**src/rtl/ifu_compress_pack.sv**
```systemverilog
`default_nettype none
// ============================================================================
// Module   : ifu_compress_pack
// Brief    : Re-encodes RV64 instructions into 16-bit RVC form where an exact
//            equivalent exists and packs the halfword stream little-endian
//            into 32-bit words.
// Revision : 1.0 - initial release
// ============================================================================
module ifu_compress_pack #(
    parameter int CNT_W = 16
) (
    input  logic             clk,
    input  logic             rst_l,
    input  logic             in_valid,
    input  logic [31:0]      in_data,
    output logic             in_ready,
    input  logic             flush,
    output logic             out_valid,
    output logic [31:0]      out_data,
    input  logic             out_ready,
    output logic             idle,
    output logic [CNT_W-1:0] cnt_in,
    output logic [CNT_W-1:0] cnt_cmp
);

    localparam logic [15:0] c_HALF_NOP    = 16'h0001;
    localparam logic [15:0] c_HALF_EBREAK = 16'h9002;
    localparam logic [31:0] c_WORD_NOP    = 32'h0000_0013;
    localparam logic [31:0] c_WORD_EBREAK = 32'h0010_0073;
    localparam logic [CNT_W-1:0] c_CNT_ONE = {{(CNT_W-1){1'b0}}, 1'b1};

    // Instruction fields
    logic [6:0]  w_op;
    logic [4:0]  w_rd;
    logic [2:0]  w_f3;
    logic [4:0]  w_rs1;
    logic [4:0]  w_rs2;
    logic [6:0]  w_f7;
    logic [11:0] w_imm_i;
    logic [11:0] w_imm_s;
    logic        w_imm6_ok;
    logic        w_rd_c;
    logic        w_rs1_c;
    logic        w_rs2_c;

    // Compressor result: w_hit means the accepted item yields one halfword
    logic        w_hit;
    logic [15:0] w_half;

    // State
    logic             r_hold_v_q,    w_hold_v_d;
    logic [15:0]      r_hold_q,      w_hold_d;
    logic             r_out_valid_q, w_out_valid_d;
    logic [31:0]      r_out_data_q,  w_out_data_d;
    logic [CNT_W-1:0] r_cnt_in_q,    w_cnt_in_d;
    logic [CNT_W-1:0] r_cnt_cmp_q,   w_cnt_cmp_d;

    logic w_slot_free;
    logic w_accept;

    assign w_op      = in_data[6:0];
    assign w_rd      = in_data[11:7];
    assign w_f3      = in_data[14:12];
    assign w_rs1     = in_data[19:15];
    assign w_rs2     = in_data[24:20];
    assign w_f7      = in_data[31:25];
    assign w_imm_i   = in_data[31:20];
    assign w_imm_s   = {in_data[31:25], in_data[11:7]};
    // Immediate fits the 6-bit signed RVC field when bits [11:5] are a pure sign extension
    assign w_imm6_ok = (w_imm_i[11:5] == 7'h00) || (w_imm_i[11:5] == 7'h7F);
    // Register lies in the x8..x15 window reachable by 3-bit RVC register fields
    assign w_rd_c    = (w_rd[4:3]  == 2'b01);
    assign w_rs1_c   = (w_rs1[4:3] == 2'b01);
    assign w_rs2_c   = (w_rs2[4:3] == 2'b01);

    // Find the exact 16-bit equivalent of the offered instruction, if any
    always_comb begin
        w_hit  = 1'b0;
        w_half = 16'h0000;
        if (in_data[1:0] != 2'b11) begin
            w_hit  = 1'b1;
            w_half = in_data[15:0];
        end else if (in_data == c_WORD_NOP) begin
            w_hit  = 1'b1;
            w_half = c_HALF_NOP;
        end else if (in_data == c_WORD_EBREAK) begin
            w_hit  = 1'b1;
            w_half = c_HALF_EBREAK;
        end else if (w_op == 7'b0010011 && w_f3 == 3'b000 && w_rd != 5'd0 && w_imm6_ok) begin
            if (w_rs1 == w_rd && w_imm_i != 12'd0) begin
                w_hit  = 1'b1;
                w_half = {3'b000, w_imm_i[5], w_rd, w_imm_i[4:0], 2'b01};
            end else if (w_rs1 == 5'd0) begin
                w_hit  = 1'b1;
                w_half = {3'b010, w_imm_i[5], w_rd, w_imm_i[4:0], 2'b01};
            end
        end else if (w_op == 7'b0110011 && w_f3 == 3'b000 && w_f7 == 7'd0 &&
                     w_rd != 5'd0 && w_rs2 != 5'd0) begin
            if (w_rs1 == 5'd0) begin
                w_hit  = 1'b1;
                w_half = {4'b1000, w_rd, w_rs2, 2'b10};
            end else if (w_rs1 == w_rd) begin
                w_hit  = 1'b1;
                w_half = {4'b1001, w_rd, w_rs2, 2'b10};
            end
        end else if (w_op == 7'b0000011 && w_rd_c && w_rs1_c) begin
            if (w_f3 == 3'b010 && w_imm_i[11:7] == 5'd0 && w_imm_i[1:0] == 2'd0) begin
                w_hit  = 1'b1;
                w_half = {3'b010, w_imm_i[5:3], w_rs1[2:0], w_imm_i[2], w_imm_i[6],
                          w_rd[2:0], 2'b00};
            end else if (w_f3 == 3'b011 && w_imm_i[11:8] == 4'd0 && w_imm_i[2:0] == 3'd0) begin
                w_hit  = 1'b1;
                w_half = {3'b011, w_imm_i[5:3], w_rs1[2:0], w_imm_i[7:6], w_rd[2:0], 2'b00};
            end
        end else if (w_op == 7'b0100011 && w_rs2_c && w_rs1_c) begin
            if (w_f3 == 3'b010 && w_imm_s[11:7] == 5'd0 && w_imm_s[1:0] == 2'd0) begin
                w_hit  = 1'b1;
                w_half = {3'b110, w_imm_s[5:3], w_rs1[2:0], w_imm_s[2], w_imm_s[6],
                          w_rs2[2:0], 2'b00};
            end else if (w_f3 == 3'b011 && w_imm_s[11:8] == 4'd0 && w_imm_s[2:0] == 3'd0) begin
                w_hit  = 1'b1;
                w_half = {3'b111, w_imm_s[5:3], w_rs1[2:0], w_imm_s[7:6], w_rs2[2:0], 2'b00};
            end
        end
    end

    assign w_slot_free = !r_out_valid_q || out_ready;
    assign in_ready    = w_slot_free && !flush;
    assign w_accept    = in_valid && in_ready;

    // Packing: merge accepted halfwords/words with the pending low halfword
    always_comb begin
        w_hold_v_d    = r_hold_v_q;
        w_hold_d      = r_hold_q;
        w_out_data_d  = r_out_data_q;
        w_out_valid_d = r_out_valid_q && !out_ready;
        w_cnt_in_d    = r_cnt_in_q;
        w_cnt_cmp_d   = r_cnt_cmp_q;
        if (w_accept) begin
            if (!(&r_cnt_in_q)) begin
                w_cnt_in_d = r_cnt_in_q + c_CNT_ONE;
            end
            if (w_hit && !(&r_cnt_cmp_q)) begin
                w_cnt_cmp_d = r_cnt_cmp_q + c_CNT_ONE;
            end
            if (w_hit) begin
                if (!r_hold_v_q) begin
                    w_hold_d   = w_half;
                    w_hold_v_d = 1'b1;
                end else begin
                    w_out_data_d  = {w_half, r_hold_q};
                    w_out_valid_d = 1'b1;
                    w_hold_v_d    = 1'b0;
                end
            end else begin
                w_out_valid_d = 1'b1;
                if (!r_hold_v_q) begin
                    w_out_data_d = in_data;
                end else begin
                    // A 32-bit instruction straddles two output words
                    w_out_data_d = {in_data[15:0], r_hold_q};
                    w_hold_d     = in_data[31:16];
                end
            end
        end else if (flush && w_slot_free && r_hold_v_q) begin
            // Pad a lone halfword with C.NOP so the word remains decodable
            w_out_data_d  = {c_HALF_NOP, r_hold_q};
            w_out_valid_d = 1'b1;
            w_hold_v_d    = 1'b0;
        end
    end

    // State registers with synchronous active-low reset
    always_ff @(posedge clk) begin
        if (!rst_l) begin
            r_hold_v_q    <= 1'b0;
            r_hold_q      <= 16'h0000;
            r_out_valid_q <= 1'b0;
            r_out_data_q  <= 32'h0000_0000;
            r_cnt_in_q    <= '0;
            r_cnt_cmp_q   <= '0;
        end else begin
            r_hold_v_q    <= w_hold_v_d;
            r_hold_q      <= w_hold_d;
            r_out_valid_q <= w_out_valid_d;
            r_out_data_q  <= w_out_data_d;
            r_cnt_in_q    <= w_cnt_in_d;
            r_cnt_cmp_q   <= w_cnt_cmp_d;
        end
    end

    assign out_valid = r_out_valid_q;
    assign out_data  = r_out_data_q;
    assign idle      = !r_hold_v_q && !r_out_valid_q;
    assign cnt_in    = r_cnt_in_q;
    assign cnt_cmp   = r_cnt_cmp_q;

endmodule
`default_nettype wire

```
**config.mk**
```make
export PLATFORM = sky130hd
export DESIGN_NAME = ifu_compress_pack
export DESIGN_NICKNAME = d
export VERILOG_FILES = /design/src/rtl/ifu_compress_pack.sv
export SDC_FILE = /design/constraint.sdc
export NUM_CORES = 1
export LEC_CHECK = 0
export CORE_MARGIN = 2
export CORE_UTILIZATION = 55
export DETAILED_ROUTE_END_ITERATION = 8
export DONT_BUFFER_PORTS = 1
export PLACE_DENSITY = 0.72
export SETUP_SLACK_MARGIN = 0.4
export SYNTH_ARGS = -nofsm -noshare
export SYNTH_HDL_FRONTEND = slang
export SYNTH_SLANG_ARGS = --single-unit
```
**constraint.sdc**
```tcl
create_clock -name clk -period 5.3 [get_ports clk]
set_input_delay 1.59 -clock clk [delete_from_list [all_inputs] [get_ports clk]]
set_output_delay 1.59 -clock clk [all_outputs]
set_load 0.03 [all_outputs]
```
# After elaboration in Yosys (flattened, before gate mapping)
# Cells that the tools add are included.
# totals
register_bits	82
output_inout_bits	67
wordCells	125
# op_classes
addsub	2
n_eq_ne	17
muxes	46
bitwise_logic	1
reduce_logical	53
# op_table
operator	n
$mux 16	14
$mux 32	5
$mux 15	4
$add 16x1->16 const B	2
$eq 32x21->1 const B	1
$eq 32x5->1 const B	1
$reduce_and 16->1	2
$logic_and 1x1->1	25
$mux 1	23
$eq 7x6->1 const B	2
$reduce_bool 12->1	1
$logic_not 5->1	2
$reduce_bool 5->1	2
$logic_not 3->1	3
$reduce_and 2->1	4
$eq 7x2->1 const B	1
$eq 7x5->1 const B	1
$eq 7x7->1 const B	1
$logic_not 7->1	1
$eq 2x1->1 const B	3
$eq 3x2->1 const B	2
$ne 2x2->1 const B	3
$eq 5x5->1	1
$logic_not 1->1	5
other kinds (7)	10

# Depth between registers and ports, before layout
# Gate-level depths: netlist of the first run.
# depth
word_depth	15
ltp_mapped	18

# Worst setup path after synthesis of the first run
# Ideal clock, no wire load.
# synth_timing
kind	input -> register
startpoint	in in_data[12]
endpoint	reg r_out_data_q[18], in the netlist out_data[18]
setup_time_ns	0.091
t_arrival_ns	4.877
setup_slack_ns	0.332
stages	16
path_cell_list	buf_6 > or4b_1 > nand4bb_1 > or4_4 > a21oi_4 > a21oi_4 > and2_1 > buf_6 > buf_2 > inv_1 > ha_1 > nor2_1 > a31oi_1 > clkbuf_1 > nand2_1 > a311oi_1
# synth_between
elab_chain_len	15
elab_cells_between_ends	45
# synth_lines
item	line_no	source
from (decl)	15	input logic [31:0] in_data,
$eq 3x2->1	111, 120	
$logic_and 1x1->1	111, 120	
$logic_and 1x1->1	120	end else if (w_f3 == 3'b011 && w_imm_s[11:8] == 4'd0 && w_imm_s[2:0] == 3'd0) begin
$mux 16	120	
$mux 16	116	if (w_f3 == 3'b010 && w_imm_s[11:7] == 5'd0 && w_imm_s[1:0] == 2'd0) begin
$mux 16	115	end else if (w_op == 7'b0100011 && w_rs2_c && w_rs1_c) begin
$mux 16	106	end else if (w_op == 7'b0000011 && w_rd_c && w_rs1_c) begin
$mux 16	97	end else if (w_op == 7'b0110011 && w_f3 == 3'b000 && w_f7 == 7'd0 &&
$mux 16	89	end else if (w_op == 7'b0010011 && w_f3 == 3'b000 && w_rd != 5'd0 && w_imm6_ok) begin
$mux 16	86	end else if (in_data == c_WORD_EBREAK) begin
$mux 16	83	end else if (in_data == c_WORD_NOP) begin
$mux 16	80	if (in_data[1:0] != 2'b11) begin
$mux 32	147	if (!r_hold_v_q) begin
$mux 32	146	if (w_hit) begin
$mux 32	139	if (w_accept) begin
to (signal assigned)	186	r_out_data_q <= w_out_data_d;
to (decl)	54	logic [31:0] r_out_data_q, w_out_data_d;
# Parallel ways exist; a longest one is shown, timed or not. The select of a mux whose other input is x is not followed.
# A chain may end at the register's enable or synchronous reset.

# Final worst setup path of the first run
# layout_timing
startpoint	in in_data[12]
endpoint	reg r_out_data_q[11], in the netlist out_data[11]
# layout_between
elab_chain_len	14
elab_cells_between_ends	33
# layout_lines
item	line_no
$eq 3x2->1	111, 120
$logic_and 1x1->1	111, 120
$logic_and 1x1->1	120
$mux 1	120
$mux 1	116
$mux 1	115
$mux 1	106
$mux 1	97
$mux 1	89
$mux 1	86
$mux 1 *	83
$mux 1 *	80
$ne 3x3->1 (no line) or $mux 32 (tied branches)	--
$reduce_and 2->1 (no line) or $mux 32 (tied branches)	--
# Mark *: on every way between the ends. The rest lies on a longest branch, timed or not.

==> impl_results.md, run 1 <==
- Vias per Instance: 6.62
- Clock slew at reported path FFs: 90 ps
- Clock root buffer: clkbuf_8
- Worst Hold Class: reg -> reg
- Detail Route Antenna Nets: 0
- Area of the core: 8130 um^2
- Synthesized-area fraction occupied by and/or/nand/nor cells: 27.5%
- Die height: 95.1 um
- Io pins: 104
- Power Total: 0.00133 W
- Cells after synthesis: 562
- Final net count: 595
- Wirelength, routed: 14.3 mm
- Number of diodes: 0
- Final hold vios: 0
- CTS tree: done
- Htree depth: 3
- Layout area overhead: 7.11%
- Post-synth top flop: dfxtp_1
- Final Max Tran Viols: 0
- Cell variety after synth: 67
- Endpoint class of the critical path: flip-flop
- Internal power: 0.000957 W
- Final Util: 60.1%
- Placer Congestion: 0.975
- Total gr overflow: 0
- Slew headroom: 42.0%
- First-pass GRT wire length: 22.2 mm
- Sequential-to-total area share from yosys stat: 36.0%
- Routed via count: 4405
- Total GRT Usage: 32.1%
- Clk buf depth: 2
- Largest net degree at the start of global routing: 47
- Status: completed
- Clock Latency Late Sink: 370 ps
- Final Cycle Share: 85.3%
- #FFs+latches synth: 82
- Synthesized cell area: 4560 um^2
- R2R setup slack: 2740 ps
- Num CTS Buffers: 9
- I/O Buffers: 0
- Post-route DRC: 0
- Dpl cells: 649
- WL/cell: 21.5 um
- Final HPWL DP: 10.5 mm
- Arr. time, crit path: 4830 ps
- Non-filler instance count after layout: 665
- Syn nets: 602
- Critical Path Fanout Max: 13
- Clock skew: 14.6 ps
- Die area: 9040 um^2
- Flop pwr share: 50.3%
- Antenna violations before repair: 0
- Share of cells above drive strength 1: 10.2%
- # rows: 33
- Die X: 95.1 um
- RSZ-0062 raised after global routing: no
- Minimum clock period: 4520 ps
- Fmax: 221 MHz
- TritonRoute pass-1 iters: 5
- Compound-gate portion of the synthesized area: 21.5%
- Max Cap Viol: 0
- Post-synth EDFFs: 0
- WP data required: 5610 ps
- Final setup fails: 0
- Commonest non-fill, non-tap cell in the layout: dfxtp_1
- Syn Area/Cell: 8.11 um^2
- YS warnings: 0
- Setup crit start kind: input port
- XOR/XNOR Fraction of Synth Area: 3.65%
- Post-synth ARST share: 0%
- Post-synthesis adder-cell area fraction: 0.823%
- Most frequent cells in the layout: dfxtp_1, nand2_1, a21oi_1
- Sw Share: 27.9%
- Leak Pwr: 1.82 nW
- Fin Setup TNS: 0 ps
- Logic pwr share: 9.7%
- Main combinational cell family by area after synthesis: simple AND/OR/NAND/NOR gates
- Clock power frac: 40.0%
- Net Sw Power: 0.000371 W
- Proportion of synthesized area in mux cells: 5.87%
- DR iter-0 viols: 315
- Worst Max-Slew Pin Slew: 862 ps
- Number of global-route vias before repair: 4121
- Setup bufs post-CTS: 0
- Sink Count: 82
- Peak VDD IR: 0.000128 V
- Power per standard cell area: 272 nW/um^2
- Initial Util: 56.1%
- Crit Path Class: in -> reg
==> layout make-up <==
type | count | area (um^2)
clock buffer | 9 | 124
clock inverter | 7 | 104
fill | 743 | 3250
inverter | 15 | 56.3
multi-input combinational | 434 | 2730
sequential | 82 | 1640
tap | 105 | 131
timing repair buffer | 13 | 97.6
==> logic make-up (layout without fill, tap and decap cells) <==
kind of cell / after synthesis / after routing
compound gates: 150 / 150
xor+xnor: 19 / 19
buf+inv: 46 / 44
fa+ha+maj: 3 / 3
flops: 82 / 82
mux: 26 / 26
simple gates: 236 / 236
==> cell usage after synthesis, types with 4 or more instances <==
cell | number | area, um^2
mux2i_1 | 20 | 200
a31oi_1 | 11 | 68.8
nand2_1 | 69 | 259
nor4_1 | 9 | 56.3
and2_1 | 13 | 81.3
o21ai_0 | 39 | 195
nor2_1 | 40 | 150
and3_1 | 8 | 50.1
a21o_1 | 6 | 45.0
buf_6 | 4 | 45.0
xnor2_1 | 11 | 96.3
nand2b_1 | 14 | 87.6
clkbuf_1 | 22 | 82.6
dfxtp_1 | 82 | 1640
nor3_1 | 14 | 70.1
xor2_1 | 8 | 70.1
nand4_1 | 13 | 81.3
a221o_1 | 8 | 80.1
inv_1 | 14 | 52.6
nand3_1 | 21 | 105
a22o_1 | 8 | 70.1
or3_1 | 6 | 37.5
mux2_2 | 6 | 67.6
a21oi_1 | 45 | 225
a311oi_1 | 5 | 43.8
==> path summary, 6_finish.rpt <==
check | cells after the start | to | startpoint
min reg2reg | 1 | out_data[14]$_SDFFE_PN0P_ | r_hold_q[14]$_SDFFE_PN0P_
max | 12 | out_data[11]$_SDFFE_PN0P_ | in_data[12]
min | 1 | out_data[14]$_SDFFE_PN0P_ | r_hold_q[14]$_SDFFE_PN0P_
max reg2reg | 8 | cnt_cmp[5]$_SDFFE_PN0P_ | cnt_cmp[3]$_SDFFE_PN0P_
==> stage by stage <==
step	setup WS, ps	cell area [um^2]	hold WS (ps)
6_report	777	4880	466
3_3_place_gp	415	4650	431
3_5_place_dp	329	4650	438
5_1_grt	476	4880	494
4_1_cts	692	4880	459
2_1_floorplan	411	4570	421
==> power groups by stage <==
stage	sequential [W]	combinational [W]	clock [W]
2_1_floorplan	0.000678	0.000104	0
3_3_place_gp	0.000682	0.000125	0
3_5_place_dp	0.000682	0.000126	0
4_1_cts	0.000668	0.000126	0.000533
5_1_grt	0.000670	0.000142	0.000555
6_report	0.000668	0.000129	0.000531
==> routing by layer <==
metal	up-vias	wire length (um)	share of wire (%)	track usage, %
met5	-	0	0	0
met4	0	409	2.9	13.4
met3	32	1100	7.7	7.51
met2	208	6640	46	50.4
met1	2129	6170	43	42.4
li1	2036	-	-	-
==> what timing repair did <==
item,CTS,global route
gates resized for setup,0,2
hold buffers,0,0
endpoints found under the hold margin,0,0
setup endpoints to repair,0,12
==> critical path: stages <==
cell and delay (ps):
or4b_1 550, nor4_1 220, and3_1 280, o21ai_2 120
a21oi_4 260, and2_1 190, inv_1 50, ha_1 210
nor2_2 370, a31oi_2 120, nor3_4 580, a221o_1 260
==> sequential cells by signal, summed over array words and instances, names as in the netlist <==
register	flops
cnt_cmp	16
out_valid	1
r_hold_q	16
r_hold_v_q	1
out_data	32
cnt_in	16
(Power assumes the default switching activity.)
==> run 2, diff against run 1 <==
Settings changed: HOLD_SLACK_MARGIN set to 0.12.
==> results of run 2 <==
The final DEF is identical to that of run 1; final timing and power are the same.
==> run 3, diff against run 2 <==
Settings changed: ABC_CLOCK_PERIOD_IN_PS set to 5300, GPL_TIMING_DRIVEN set to 0, PLACE_DENSITY 0.72 to unset, PLACE_DENSITY_LB_ADDON set to 0.1.
==> run 3 against run 2 <==
Non-clock buffer count rose by 27. Critical path depth rose by 4. Clock skew rose by 2.7 ps. Worst hold slack got worse by 11 ps. Largest cell class unchanged.
==> impl_results.md, run 3 (synthesis results as in run 1) <==
- Status: completed
- Largest net degree at the start of global routing: 16 (-66%)
- Vias per Instance: 6.54 (-1.2%)
- Sink Count: 82 (unchanged)
- First-pass GRT wire length: 22.7 mm (+2.3%)
- Non-filler instance count after layout: 692 (+4.1%)
- Peak VDD IR: 0.000121 V (-5.9%)
- Clock slew at reported path FFs: 90 ps (about the same)
- I/O Buffers: 0 (unchanged)
- Routed via count: 4528 (+2.8%)
- Area of the core: 8130 um^2 (unchanged)
- Clk buf depth: 2 (unchanged)
- Commonest non-fill, non-tap cell in the layout: dfxtp_1
- Final HPWL DP: 11.0 mm (+4.5%)
- Worst Max-Slew Pin Slew: 794 ps (-67.7 ps)
- Leak Pwr: 1.91 nW (+4.7%)
- Setup crit start kind: input port
- Power Total: 0.00131 W (-1.6%)
- Power per standard cell area: 257 nW/um^2 (-5.6%)
- Final setup fails: 0 (unchanged)
- Net Sw Power: 0.000381 W (+2.8%)
- Final Max Tran Viols: 0 (unchanged)
- Number of diodes: 0 (unchanged)
- Initial Util: 56.1% (unchanged)
- Final Cell Area: 5090 um^2 (+4.2%)
- WP data required: 5550 ps (-60 ps)
- DR iter-0 viols: 444 (+41%)
- Arr. time, crit path: 5100 ps (+270 ps)
- Fin Setup TNS: 0 ps (unchanged)
- WL/cell: 22.0 um (+2.2%)
- Share of cells above drive strength 1: 13.5% (+3.3 points)
- Max Cap Viol: 0 (unchanged)
- Endpoint class of the critical path: flip-flop
- Minimum clock period: 4850 ps (+330 ps)
- Flop pwr share: 51.1% (+0.8 points)
- Final Cycle Share: 91.6% (+6.2 points)
- Placer Congestion: 0.970 (-0.46%)
- Sw Share: 29.2% (+1.3 points)
- Io pins: 104 (unchanged)
- Detail Route Antenna Nets: 0 (unchanged)
- FF-to-FF path depth: 9 (+1)
- Die height: 95.1 um (unchanged)
- Clock power frac: 37.5% (-2.5 points)
- Fill count: 706 (-5.0%)
- Final Util: 62.6% (+2.5 points)
- Worst Hold Class: reg -> reg
- Final net count: 622 (+4.5%)
- TritonRoute pass-1 iters: 5 (unchanged)
- Fmax: 206 MHz (-6.8%)
- Num CTS Buffers: 9 (unchanged)
- Final hold vios: 0 (unchanged)
- Largest register FFs: 32 (unchanged)
- Most frequent cells in the layout: dfxtp_1, nand2_1, a21oi_1
- Htree depth: 3 (unchanged)
- Number of global-route vias before repair: 4122 (+0.024%)
- Total gr overflow: 0 (unchanged)
- Placed instance area: 4700 um^2 (+1.2%)
- Internal power: 0.000925 W (-3.3%)
- Hold Path Depth: 1 (unchanged)
- Die area: 9040 um^2 (unchanged)
- RSZ-0062 raised after global routing: no
- Multi-input logic area: 2810 um^2 (+3.0%)
- Critical Path Fanout Max: 10 (-3)
- Wirelength, routed: 15.2 mm (+6.4%)
- Layout area overhead: 11.6%
- Die X: 95.1 um (unchanged)
- Post-route DRC: 0 (unchanged)
- Logic pwr share: 11.4% (+1.7 points)
- Clock root buffer: clkbuf_8
- Dpl cells: 667 (+2.8%)
- Clock skew: 17.3 ps (+2.71 ps)
- # rows: 33 (unchanged)
- Register Area: 1640 um^2 (unchanged)
- Crit Path Class: in -> reg
- Clock Latency Late Sink: 380 ps (about the same)
- Antenna violations before repair: 0 (unchanged)
- Total GRT Usage: 33.5% (+1.3 points)
- Slew headroom: 46.6% (+4.7 points)
- CTS tree: done
==> run 3: cell count changes in the layout (fill, tap and decap cells not counted), sizes merged <==
cell and delta:
clkinv +3, inv -4, clkinvlp +1, bufinv -1
buf +5, clkbuf +23
==> run 3: cell type report <==
class	count	area share (%)
multi-input combinational	434	55.2
sequential	82	32.3
buffer	31	3.32
clock buffer	10	2.70
tap	105	2.58
clock inverter	6	1.47
timing repair buffer	9	1.33
inverter	15	1.11
==> run 3: what timing repair did <==
action,CTS,global route
cloned,0,0
pin swaps,2,5
hold endpoints to repair,0,0
hold buffers,0,0
setup endpoints to repair,46,46
setup buffers,5,4
resized for setup,6,28
==> run 3: power groups by stage <==
stage	Combinational, W	Clock (W)	Sequential, W
2_1_floorplan	0.000104	0	0.000678
5_1_grt	0.000162	0.000515	0.000671
4_1_cts	0.000139	0.000493	0.000668
3_5_place_dp	0.000137	0	0.000682
6_report	0.000149	0.000490	0.000668
3_3_place_gp	0.000135	0	0.000682
==> run 3: final timing paths <==
check / startpoint / end / slack (ps)
max: in_data[12] / out_data[10]$_SDFFE_PN0P_ / 450
min: r_hold_q[7]$_SDFFE_PN0P_ / out_data[7]$_SDFFE_PN0P_ / 450
max reg2reg: cnt_cmp[3]$_SDFFE_PN0P_ / cnt_cmp[13]$_SDFFE_PN0P_ / 2660
min reg2reg: r_hold_q[7]$_SDFFE_PN0P_ / out_data[7]$_SDFFE_PN0P_ / 450
==> run 3: layer usage <==
layer / wire, um / GRT usage [%] / share of wire (%)
met1: 6200 / 44.8 / 41
met2: 6900 / 52.3 / 45
met3: 1510 / 7.27 / 9.9
met4: 622 / 13.6 / 4.1
met5: 0 / 0 / 0
==> run 3: through the flow <==
step	setup slack (ps)	hold slack, ps
after floorplan	411	421
after global placement	-618	429
after detailed placement	-635	431
after CTS	344	458
after global routing	375	478
final	447	455
==> run 3: critical path: stages <==
cell and delay (ps):
buf_6 120, or4b_4 560, nand4bb_4 250, or4_4 620, a21oi_4 230, a21oi_4 90
and2_1 170, buf_6 130, clkbuf_4 190, inv_2 90, ha_4 140, nor2_1 80
a31oi_4 230, nor3_4 100, buf_6 170, a221o_1 340
